## config.mk

```make
export PLATFORM = sky130hd
export DESIGN_NAME = vend_ctrl_flat
export DESIGN_NICKNAME = d
export VERILOG_FILES = /design/src/rtl/vend_pkg.sv /design/src/rtl/vend_ctrl_if.sv /design/src/rtl/vend_price_table.sv /design/src/rtl/vend_ctrl.sv /design/src/flat_wrapper.sv
export SDC_FILE = /design/constraint.sdc
export NUM_CORES = 1
export LEC_CHECK = 0
export ABC_AREA = 1
export CAP_MARGIN = 25
export CELL_PAD_IN_SITES_DETAIL_PLACEMENT = 1
export CELL_PAD_IN_SITES_GLOBAL_PLACEMENT = 1
export CORE_MARGIN = 5
export CORE_UTILIZATION = 41
export DETAILED_ROUTE_END_ITERATION = 8
export PLACE_DENSITY_LB_ADDON = 0.1
export SLEW_MARGIN = 30
export SYNTH_ARGS = -nofsm -noshare
export SYNTH_HDL_FRONTEND = slang
export SYNTH_HIERARCHICAL = 1
export SYNTH_SLANG_ARGS = --single-unit
export TNS_END_PERCENT = 50
```

## constraint.sdc

```tcl
create_clock -name clk -period 2.4 [get_ports clk]
set_input_delay 0.48 -clock clk [delete_from_list [all_inputs] [get_ports clk]]
set_output_delay 0.48 -clock clk [all_outputs]
set_load 0.02 [all_outputs]
```

## src/rtl/vend_pkg.sv

```systemverilog
// Shared types and coin decoding for the vending transaction controller.
package vend_pkg;

  typedef enum logic [1:0] {
    StIdle,
    StCredit,
    StDispense,
    StChange
  } state_e;

  localparam logic [1:0] CoinInvalid = 2'b00;
  localparam logic [1:0] CoinOne     = 2'b01;
  localparam logic [1:0] CoinTwo     = 2'b10;
  localparam logic [1:0] CoinFour    = 2'b11;

  function automatic logic [2:0] coin_value(input logic [1:0] code);
    logic [2:0] units;
    case (code)
      CoinOne:  units = 3'd1;
      CoinTwo:  units = 3'd2;
      CoinFour: units = 3'd4;
      default:  units = 3'd0;
    endcase
    return units;
  endfunction

endpackage

```

## src/rtl/vend_ctrl_if.sv

```systemverilog
// Front-end, dispenser and change-mechanism signals of the vending controller.
interface vend_ctrl_if #(
  parameter int unsigned CREDIT_W = 6,
  parameter int unsigned N_PROD   = 4
);
  localparam int unsigned ID_W = (N_PROD > 1) ? $clog2(N_PROD) : 1;

  logic                coin_valid;
  logic [1:0]          coin_code;
  logic                sel_valid;
  logic [ID_W-1:0]     sel_id;
  logic                cancel;
  logic                cfg_we;
  logic [ID_W-1:0]     cfg_addr;
  logic [CREDIT_W-1:0] cfg_price;
  logic                disp_req;
  logic [ID_W-1:0]     disp_id;
  logic                disp_ack;
  logic                chg_req;
  logic                chg_ack;
  logic [CREDIT_W-1:0] credit;
  logic                coin_reject;
  logic                no_funds;
  logic                busy;

  // Environment side: coin acceptor, keypad, config host and mechanisms.
  modport master (
    output coin_valid, coin_code, sel_valid, sel_id, cancel,
    output cfg_we, cfg_addr, cfg_price, disp_ack, chg_ack,
    input  disp_req, disp_id, chg_req, credit, coin_reject, no_funds, busy
  );

  // Controller side.
  modport slave (
    input  coin_valid, coin_code, sel_valid, sel_id, cancel,
    input  cfg_we, cfg_addr, cfg_price, disp_ack, chg_ack,
    output disp_req, disp_id, chg_req, credit, coin_reject, no_funds, busy
  );

endinterface

```

## src/rtl/vend_price_table.sv

```systemverilog
// Per-product price registers: one write port, one combinational read port.
module vend_price_table #(
  parameter int unsigned CREDIT_W      = 6,
  parameter int unsigned N_PROD        = 4,
  parameter int unsigned DEFAULT_PRICE = 3,
  localparam int unsigned ID_W = (N_PROD > 1) ? $clog2(N_PROD) : 1
) (
  input  logic                clk,
  input  logic                rst,
  input  logic                we,
  input  logic [ID_W-1:0]     waddr,
  input  logic [CREDIT_W-1:0] wdata,
  input  logic [ID_W-1:0]     raddr,
  output logic [CREDIT_W-1:0] rdata
);

  logic [CREDIT_W-1:0] price_q [N_PROD];

  always_ff @(posedge clk) begin
    if (rst) begin
      for (int unsigned i = 0; i < N_PROD; i++) begin
        price_q[i] <= CREDIT_W'(DEFAULT_PRICE);
      end
    end else if (we) begin
      price_q[waddr] <= wdata;
    end
  end

  assign rdata = price_q[raddr];

endmodule

```

## src/rtl/vend_ctrl.sv

```systemverilog
// Vending transaction controller: credit accumulation, selection, dispense and change return.
module vend_ctrl
  import vend_pkg::*;
#(
  parameter int unsigned CREDIT_W      = 6,
  parameter int unsigned N_PROD        = 4,
  parameter int unsigned DEFAULT_PRICE = 3,
  parameter int unsigned TIMEOUT       = 1000
) (
  input logic         clk,
  input logic         rst,
  vend_ctrl_if.slave  bus
);

  localparam int unsigned ID_W    = (N_PROD > 1) ? $clog2(N_PROD) : 1;
  localparam int unsigned TIMER_W = (TIMEOUT > 1) ? $clog2(TIMEOUT) : 1;
  localparam logic [CREDIT_W:0] CreditMax = {1'b0, {CREDIT_W{1'b1}}};

  state_e              state_q, state_d;
  logic [CREDIT_W-1:0] credit_q, credit_d;
  logic [TIMER_W-1:0]  timer_q, timer_d;
  logic [ID_W-1:0]     disp_id_q, disp_id_d;
  logic                coin_reject_q, coin_reject_d;
  logic                no_funds_q, no_funds_d;

  logic [CREDIT_W-1:0] price;
  logic [2:0]          coin_units;
  logic [CREDIT_W:0]   coin_sum;
  logic                coin_ok;
  logic                timeout;

  vend_price_table #(
    .CREDIT_W      (CREDIT_W),
    .N_PROD        (N_PROD),
    .DEFAULT_PRICE (DEFAULT_PRICE)
  ) u_price_table (
    .clk   (clk),
    .rst   (rst),
    .we    (bus.cfg_we && (state_q == StIdle)),
    .waddr (bus.cfg_addr),
    .wdata (bus.cfg_price),
    .raddr (bus.sel_id),
    .rdata (price)
  );

  assign coin_units = coin_value(bus.coin_code);
  // One extra bit so an overflowing coin is detected instead of wrapping.
  assign coin_sum   = {1'b0, credit_q} + (CREDIT_W + 1)'(coin_units);
  assign coin_ok    = bus.coin_valid && (coin_units != 3'd0) && (coin_sum <= CreditMax);
  assign timeout    = (timer_q == TIMER_W'(TIMEOUT - 1));

  always_comb begin
    state_d       = state_q;
    credit_d      = credit_q;
    timer_d       = timer_q;
    disp_id_d     = disp_id_q;
    coin_reject_d = 1'b0;
    no_funds_d    = 1'b0;
    case (state_q)
      StIdle: begin
        no_funds_d = bus.sel_valid;
        if (bus.coin_valid) begin
          if (coin_units == 3'd0) begin
            coin_reject_d = 1'b1;
          end else begin
            credit_d = CREDIT_W'(coin_units);
            timer_d  = '0;
            state_d  = StCredit;
          end
        end
      end
      StCredit: begin
        if (bus.cancel) begin
          coin_reject_d = bus.coin_valid;
          state_d       = StChange;
        end else if (bus.sel_valid) begin
          coin_reject_d = bus.coin_valid;
          if (credit_q >= price) begin
            credit_d  = credit_q - price;
            disp_id_d = bus.sel_id;
            state_d   = StDispense;
          end else begin
            no_funds_d = 1'b1;
            timer_d    = '0;
          end
        end else if (coin_ok) begin
          credit_d = coin_sum[CREDIT_W-1:0];
          timer_d  = '0;
        end else begin
          coin_reject_d = bus.coin_valid;
          if (timeout) begin
            state_d = StChange;
          end else begin
            timer_d = timer_q + TIMER_W'(1);
          end
        end
      end
      StDispense: begin
        coin_reject_d = bus.coin_valid;
        if (bus.disp_ack) begin
          state_d = (credit_q != '0) ? StChange : StIdle;
        end
      end
      StChange: begin
        coin_reject_d = bus.coin_valid;
        if (credit_q == '0) begin
          state_d = StIdle;
        end else if (bus.chg_ack) begin
          credit_d = credit_q - CREDIT_W'(1);
          if (credit_q == CREDIT_W'(1)) begin
            state_d = StIdle;
          end
        end
      end
      default: state_d = StIdle;
    endcase
  end

  always_ff @(posedge clk) begin
    if (rst) begin
      state_q       <= StIdle;
      credit_q      <= '0;
      timer_q       <= '0;
      disp_id_q     <= '0;
      coin_reject_q <= 1'b0;
      no_funds_q    <= 1'b0;
    end else begin
      state_q       <= state_d;
      credit_q      <= credit_d;
      timer_q       <= timer_d;
      disp_id_q     <= disp_id_d;
      coin_reject_q <= coin_reject_d;
      no_funds_q    <= no_funds_d;
    end
  end

  // Handshake outputs are decoded from registered state only.
  assign bus.disp_req    = (state_q == StDispense);
  assign bus.disp_id     = disp_id_q;
  assign bus.chg_req     = (state_q == StChange) && (credit_q != '0);
  assign bus.credit      = credit_q;
  assign bus.coin_reject = coin_reject_q;
  assign bus.no_funds    = no_funds_q;
  assign bus.busy        = (state_q == StDispense) || (state_q == StChange);

endmodule

```

## src/flat_wrapper.sv

```systemverilog
// flat-port wrapper written by rule: the top's interface ports become plain ports
module vend_ctrl_flat import vend_pkg::*;
#(
  parameter int unsigned CREDIT_W      = 6,
  parameter int unsigned N_PROD        = 4,
  parameter int unsigned DEFAULT_PRICE = 3,
  parameter int unsigned TIMEOUT       = 1000
)
  (clk, rst, bus_coin_valid, bus_coin_code, bus_sel_valid, bus_sel_id, bus_cancel, bus_cfg_we, bus_cfg_addr, bus_cfg_price, bus_disp_ack, bus_chg_ack, bus_disp_req, bus_disp_id, bus_chg_req, bus_credit, bus_coin_reject, bus_no_funds, bus_busy);
  vend_ctrl_if #(.CREDIT_W(CREDIT_W), .N_PROD(N_PROD)) bus_i ();
  input logic clk;
  input logic rst;
  input wire logic [$bits(bus_i.coin_valid)-1:0] bus_coin_valid;
  input wire logic [$bits(bus_i.coin_code)-1:0] bus_coin_code;
  input wire logic [$bits(bus_i.sel_valid)-1:0] bus_sel_valid;
  input wire logic [$bits(bus_i.sel_id)-1:0] bus_sel_id;
  input wire logic [$bits(bus_i.cancel)-1:0] bus_cancel;
  input wire logic [$bits(bus_i.cfg_we)-1:0] bus_cfg_we;
  input wire logic [$bits(bus_i.cfg_addr)-1:0] bus_cfg_addr;
  input wire logic [$bits(bus_i.cfg_price)-1:0] bus_cfg_price;
  input wire logic [$bits(bus_i.disp_ack)-1:0] bus_disp_ack;
  input wire logic [$bits(bus_i.chg_ack)-1:0] bus_chg_ack;
  output wire logic [$bits(bus_i.disp_req)-1:0] bus_disp_req;
  output wire logic [$bits(bus_i.disp_id)-1:0] bus_disp_id;
  output wire logic [$bits(bus_i.chg_req)-1:0] bus_chg_req;
  output wire logic [$bits(bus_i.credit)-1:0] bus_credit;
  output wire logic [$bits(bus_i.coin_reject)-1:0] bus_coin_reject;
  output wire logic [$bits(bus_i.no_funds)-1:0] bus_no_funds;
  output wire logic [$bits(bus_i.busy)-1:0] bus_busy;
  assign bus_i.coin_valid = bus_coin_valid;
  assign bus_i.coin_code = bus_coin_code;
  assign bus_i.sel_valid = bus_sel_valid;
  assign bus_i.sel_id = bus_sel_id;
  assign bus_i.cancel = bus_cancel;
  assign bus_i.cfg_we = bus_cfg_we;
  assign bus_i.cfg_addr = bus_cfg_addr;
  assign bus_i.cfg_price = bus_cfg_price;
  assign bus_i.disp_ack = bus_disp_ack;
  assign bus_i.chg_ack = bus_chg_ack;
  assign bus_disp_req = bus_i.disp_req;
  assign bus_disp_id = bus_i.disp_id;
  assign bus_chg_req = bus_i.chg_req;
  assign bus_credit = bus_i.credit;
  assign bus_coin_reject = bus_i.coin_reject;
  assign bus_no_funds = bus_i.no_funds;
  assign bus_busy = bus_i.busy;
  vend_ctrl #(.CREDIT_W(CREDIT_W), .N_PROD(N_PROD), .DEFAULT_PRICE(DEFAULT_PRICE), .TIMEOUT(TIMEOUT)) u_core (.clk(clk), .rst(rst), .bus(bus_i));
endmodule
```

==> reports/qor.yml <==
outcome:
  status: "complete, no violations"
critical_path:
  reg2regPathDepth: 15
  critPathCapture: "u_core/timer_q[5]$_SDFFE_PP0P_"
  crit_type: "primary input to flop"
  crit_path_end_kind: "flop"
  crit_arrival_ns: 2.55
  cp_slowest_stage_delay_ns: 0.43
  rrSetupSlack_ns: 0.18
  path_depth: 16
  crit_family: "simple AND/OR/NAND/NOR gates"
  critPathLaunch: "bus_sel_id[0]"
  setup.worst_path.start_class: "primary input"
  cp_num_buf_inv: 4
  slowest_stage: "fa_2"
  critPathMaxFanout: 7
  r2r_end: "u_core/timer_q[5]$_SDFFE_PP0P_"
  critPathRequiredTime_ns: 2.64
  crit_chain: "clkbuf_2, buf_6, nand2_1, nand3_1, nand2_1, ha_1, inv_1, fa_2, nand3_1, nand3_1, nand2_2, nand2_2, nor2_4, buf_4, nand2_1, a21oi_1"
  timing.rr.start: "u_core/u_price_table/price_q[1][0]$_SDFFCE_PN1P_"
global_routing:
  antenna_found_initial: 0
  grt_pass1_vias: 3472
  grt_remaining_overflow: 0
  grt_use_total_pct: 20.3
  grt_pass1_wl_um: 16100
  grt_max_degree: 17
sta:
  min_period_ns: 2.30
  finalSetupViolations: 0
  finalHoldViolations: 0
  skew_ns: 0.0114
  worst_pin_slew_ns: 0.577
  post-route-period-util_pct: 96.0
  rsz0062_at_grt: "true"
  fin_setup_tns_ns: 0
  relSlewSlack_pct: 61.5
  slew_violations: 0
  fmax_ghz: 0.434
layout:
  finalInstanceArea_um2: 4210
  n_fill_cell: 1061
  seqCellArea_um2: 1160
  final_nets: 592
  antenna_cells: 0
  syn_to_final_growth_pct: 28.4
  stdcell_count: 661
  final_layout_size_suffix_gt1_share_pct: 19.0
  multi_input_area_um2: 1800
clock_tree:
  cts_buffers: 5
  cts_max_level: 2
  cts_buffer_depth: 2
  clk_pin_slew_ns: 0.09
  cts_tree: "yes"
  ctsHoldBuffers: 0
  cts-root-buf: "clkbuf_8"
  clk_latency_ns: 0.31
  clkSinkCount: 46
power_and_ir_drop:
  p_seq_share_pct: 27.5
  clock_power_share_pct: 12.6
  p_total_mw: 4.11
  p_leak_nw: 2.03
  ir_worst_vdd_uv: 328
  power.density_nw_per_um2: 975
  swShare_pct: 46.9
  p_switching_mw: 1.93
  combPwrFrac_pct: 59.9
  intPower_mw: 2.18
die:
  core_area_um2: 7770
  boundaryPins: 33
  die_w_um: 99.4
  die_area_um2: 9890
  die_y_um: 99.4
  initial_utilization_pct: 42.2
  rows: 32
worst_hold_path:
  hp-class: "flop to flop"
flow_run:
  drv_cap: 0
logic_synthesis:
  yosysMostFrequentCell: "nand2_1"
  synth_cell_types: 33
  synth.avg_cell_area_um2: 6.82
  synth_nets: 515
  synth_edf_count: 24
  synth_common_cells: "nand2_1, inv_1, nor2_1"
  netlist_instances: 481
  ys_ff_latch: 46
  synth_area_leader_cell: "edfxtp_1"
  ys_seq_area_share_pct: 35.4
  synth_top_flop_cell: "edfxtp_1"
  async_flop_share_pct: 0
  synth.top_cell.area_share_pct: 22.0
  synth.area.top_cells: "edfxtp_1, dfxtp_1, nand2_1, inv_1, nor2_1"
  yosysWarningCount: 6
  netlist_area_um2: 3280
routing:
  drt-pass1-iter-count: 4
  routed_wl_um: 10100
  wl_met3_um: 362
  wl_per_cell_um: 15.2
  vias: 3340
  routed.top_layer: "met4"
  detailedRoute.firstIterationViolations: 93
  avgViaCountPerCell: 5.05
  detail-route-antenna-nets: 0
  route.met2.wl_um: 5140
  routedLengthMet1_um: 4310
  route.detailed.drc: 0
place:
  placed_cells: 643
  finalWeightedCongestion: 0.862
  io_buffers: 32
  placed_cell_area_um2: 3940
  dp_hpwl_um: 7800
-- cell families (layout without fill, tap and decap cells) --
family                     after synthesis  in the layout  share of synthesized area [%]
adders and majority gates               14             14                           5.80
AOI/OAI and AO/OA                       44             44                           7.13
buffers and inverters                  102            180                           12.4
xor gates and xnor gates                 8              8                           2.14
and+or+nand+nor                        267            267                           37.2
DFF                                     46             46                           35.4
-- through the flow --
stage / hold WS (ns) / worst slack (ns) / utilization, %
after floorplan: 0.462 / 0.192 / -
after global routing: 0.517 / -0.0648 / 54.2
after detailed placement: 0.472 / -0.694 / 50.8
final: 0.482 / 0.0959 / 54.2
after CTS: 0.487 / -0.00407 / 53.4
after global placement: 0.467 / -0.530 / 50.8
-- repair_timing --
item                       4_1_cts  5_1_grt
resized for setup               24       15
gates cloned                     0        1
setup endpoints to repair       22       21
buffers inserted                 6        3
pin swaps                        8        7
-- layout by cell type (no fill, tap or decap), drive strengths merged, types with 3 or more instances in the layout --
cell	count
nand2	121
inv	96
nor2	75
nand3	47
buf	45
clkdlybuf4s50	27
a21oi	25
edfxtp	24
dfxtp	22
o21ai	13
ha	12
nand4	10
nor3	10
clkbuf	7
xor2	6
or2	3
o22ai	3
-- metal layers --
metal  vias up  global-route usage (%)
li1       1675                       -
met3        19                    2.59
met4         0                    7.25
met1      1589                    24.0
met5         -                       0
met2        57                    37.5
-- power groups by stage --
stage,logic [mW],registers [mW],clock network [mW]
2_1_floorplan,1.33,1.17,0
3_3_place_gp,2.15,1.13,0
3_5_place_dp,2.22,1.14,0
4_1_cts,2.33,1.13,0.536
5_1_grt,2.69,1.15,0.571
6_report,2.46,1.13,0.518
-- sequential cells by signal, indices dropped and copies added, names as in the netlist --
register and count:
u_core/bus.credit 6, u_core/u_price_table/price_q 24, u_core/bus.disp_id 2, u_core/timer_q 10, u_core/bus.no_funds 1, u_core/state_q 2, u_core/bus.coin_reject 1
-- worst min path at each step --
stage	from	endpoint	slack, ns	cells after the start
6_report	u_core/bus.disp_id[0]$_SDFFE_PP0P_	u_core/bus.disp_id[0]$_SDFFE_PP0P_	0.48	2
3_5_place_dp	u_core/bus.disp_id[0]$_SDFFE_PP0P_	u_core/bus.disp_id[0]$_SDFFE_PP0P_	0.47	2
4_1_cts	u_core/bus.disp_id[0]$_SDFFE_PP0P_	u_core/bus.disp_id[0]$_SDFFE_PP0P_	0.49	2
5_1_grt	u_core/bus.disp_id[0]$_SDFFE_PP0P_	u_core/bus.disp_id[0]$_SDFFE_PP0P_	0.52	2
3_3_place_gp	u_core/bus.disp_id[0]$_SDFFE_PP0P_	u_core/bus.disp_id[0]$_SDFFE_PP0P_	0.47	2
2_1_floorplan	u_core/timer_q[1]$_SDFFE_PP0P_	u_core/timer_q[1]$_SDFFE_PP0P_	0.46	2
-- layout make-up --
| type | count | share of cell area [%] |
|---|---|---|
| clock buffer | 5 | 1.63 |
| clock inverter | 3 | 0.535 |
| inverter | 95 | 8.74 |
| multi-input combinational | 333 | 42.6 |
| sequential | 46 | 27.6 |
| tap | 102 | 3.03 |
| timing repair buffer | 77 | 15.8 |
-- worst min-delay path: cells and delay by family (launching register included) --
kind	cells	cell delay (ns)
flip-flops	1	0.34
buffers and inverters	1	0.06
AO/OA/AOI/OAI	1	0.05
Note: power is estimated with default switching activity, not from simulation.
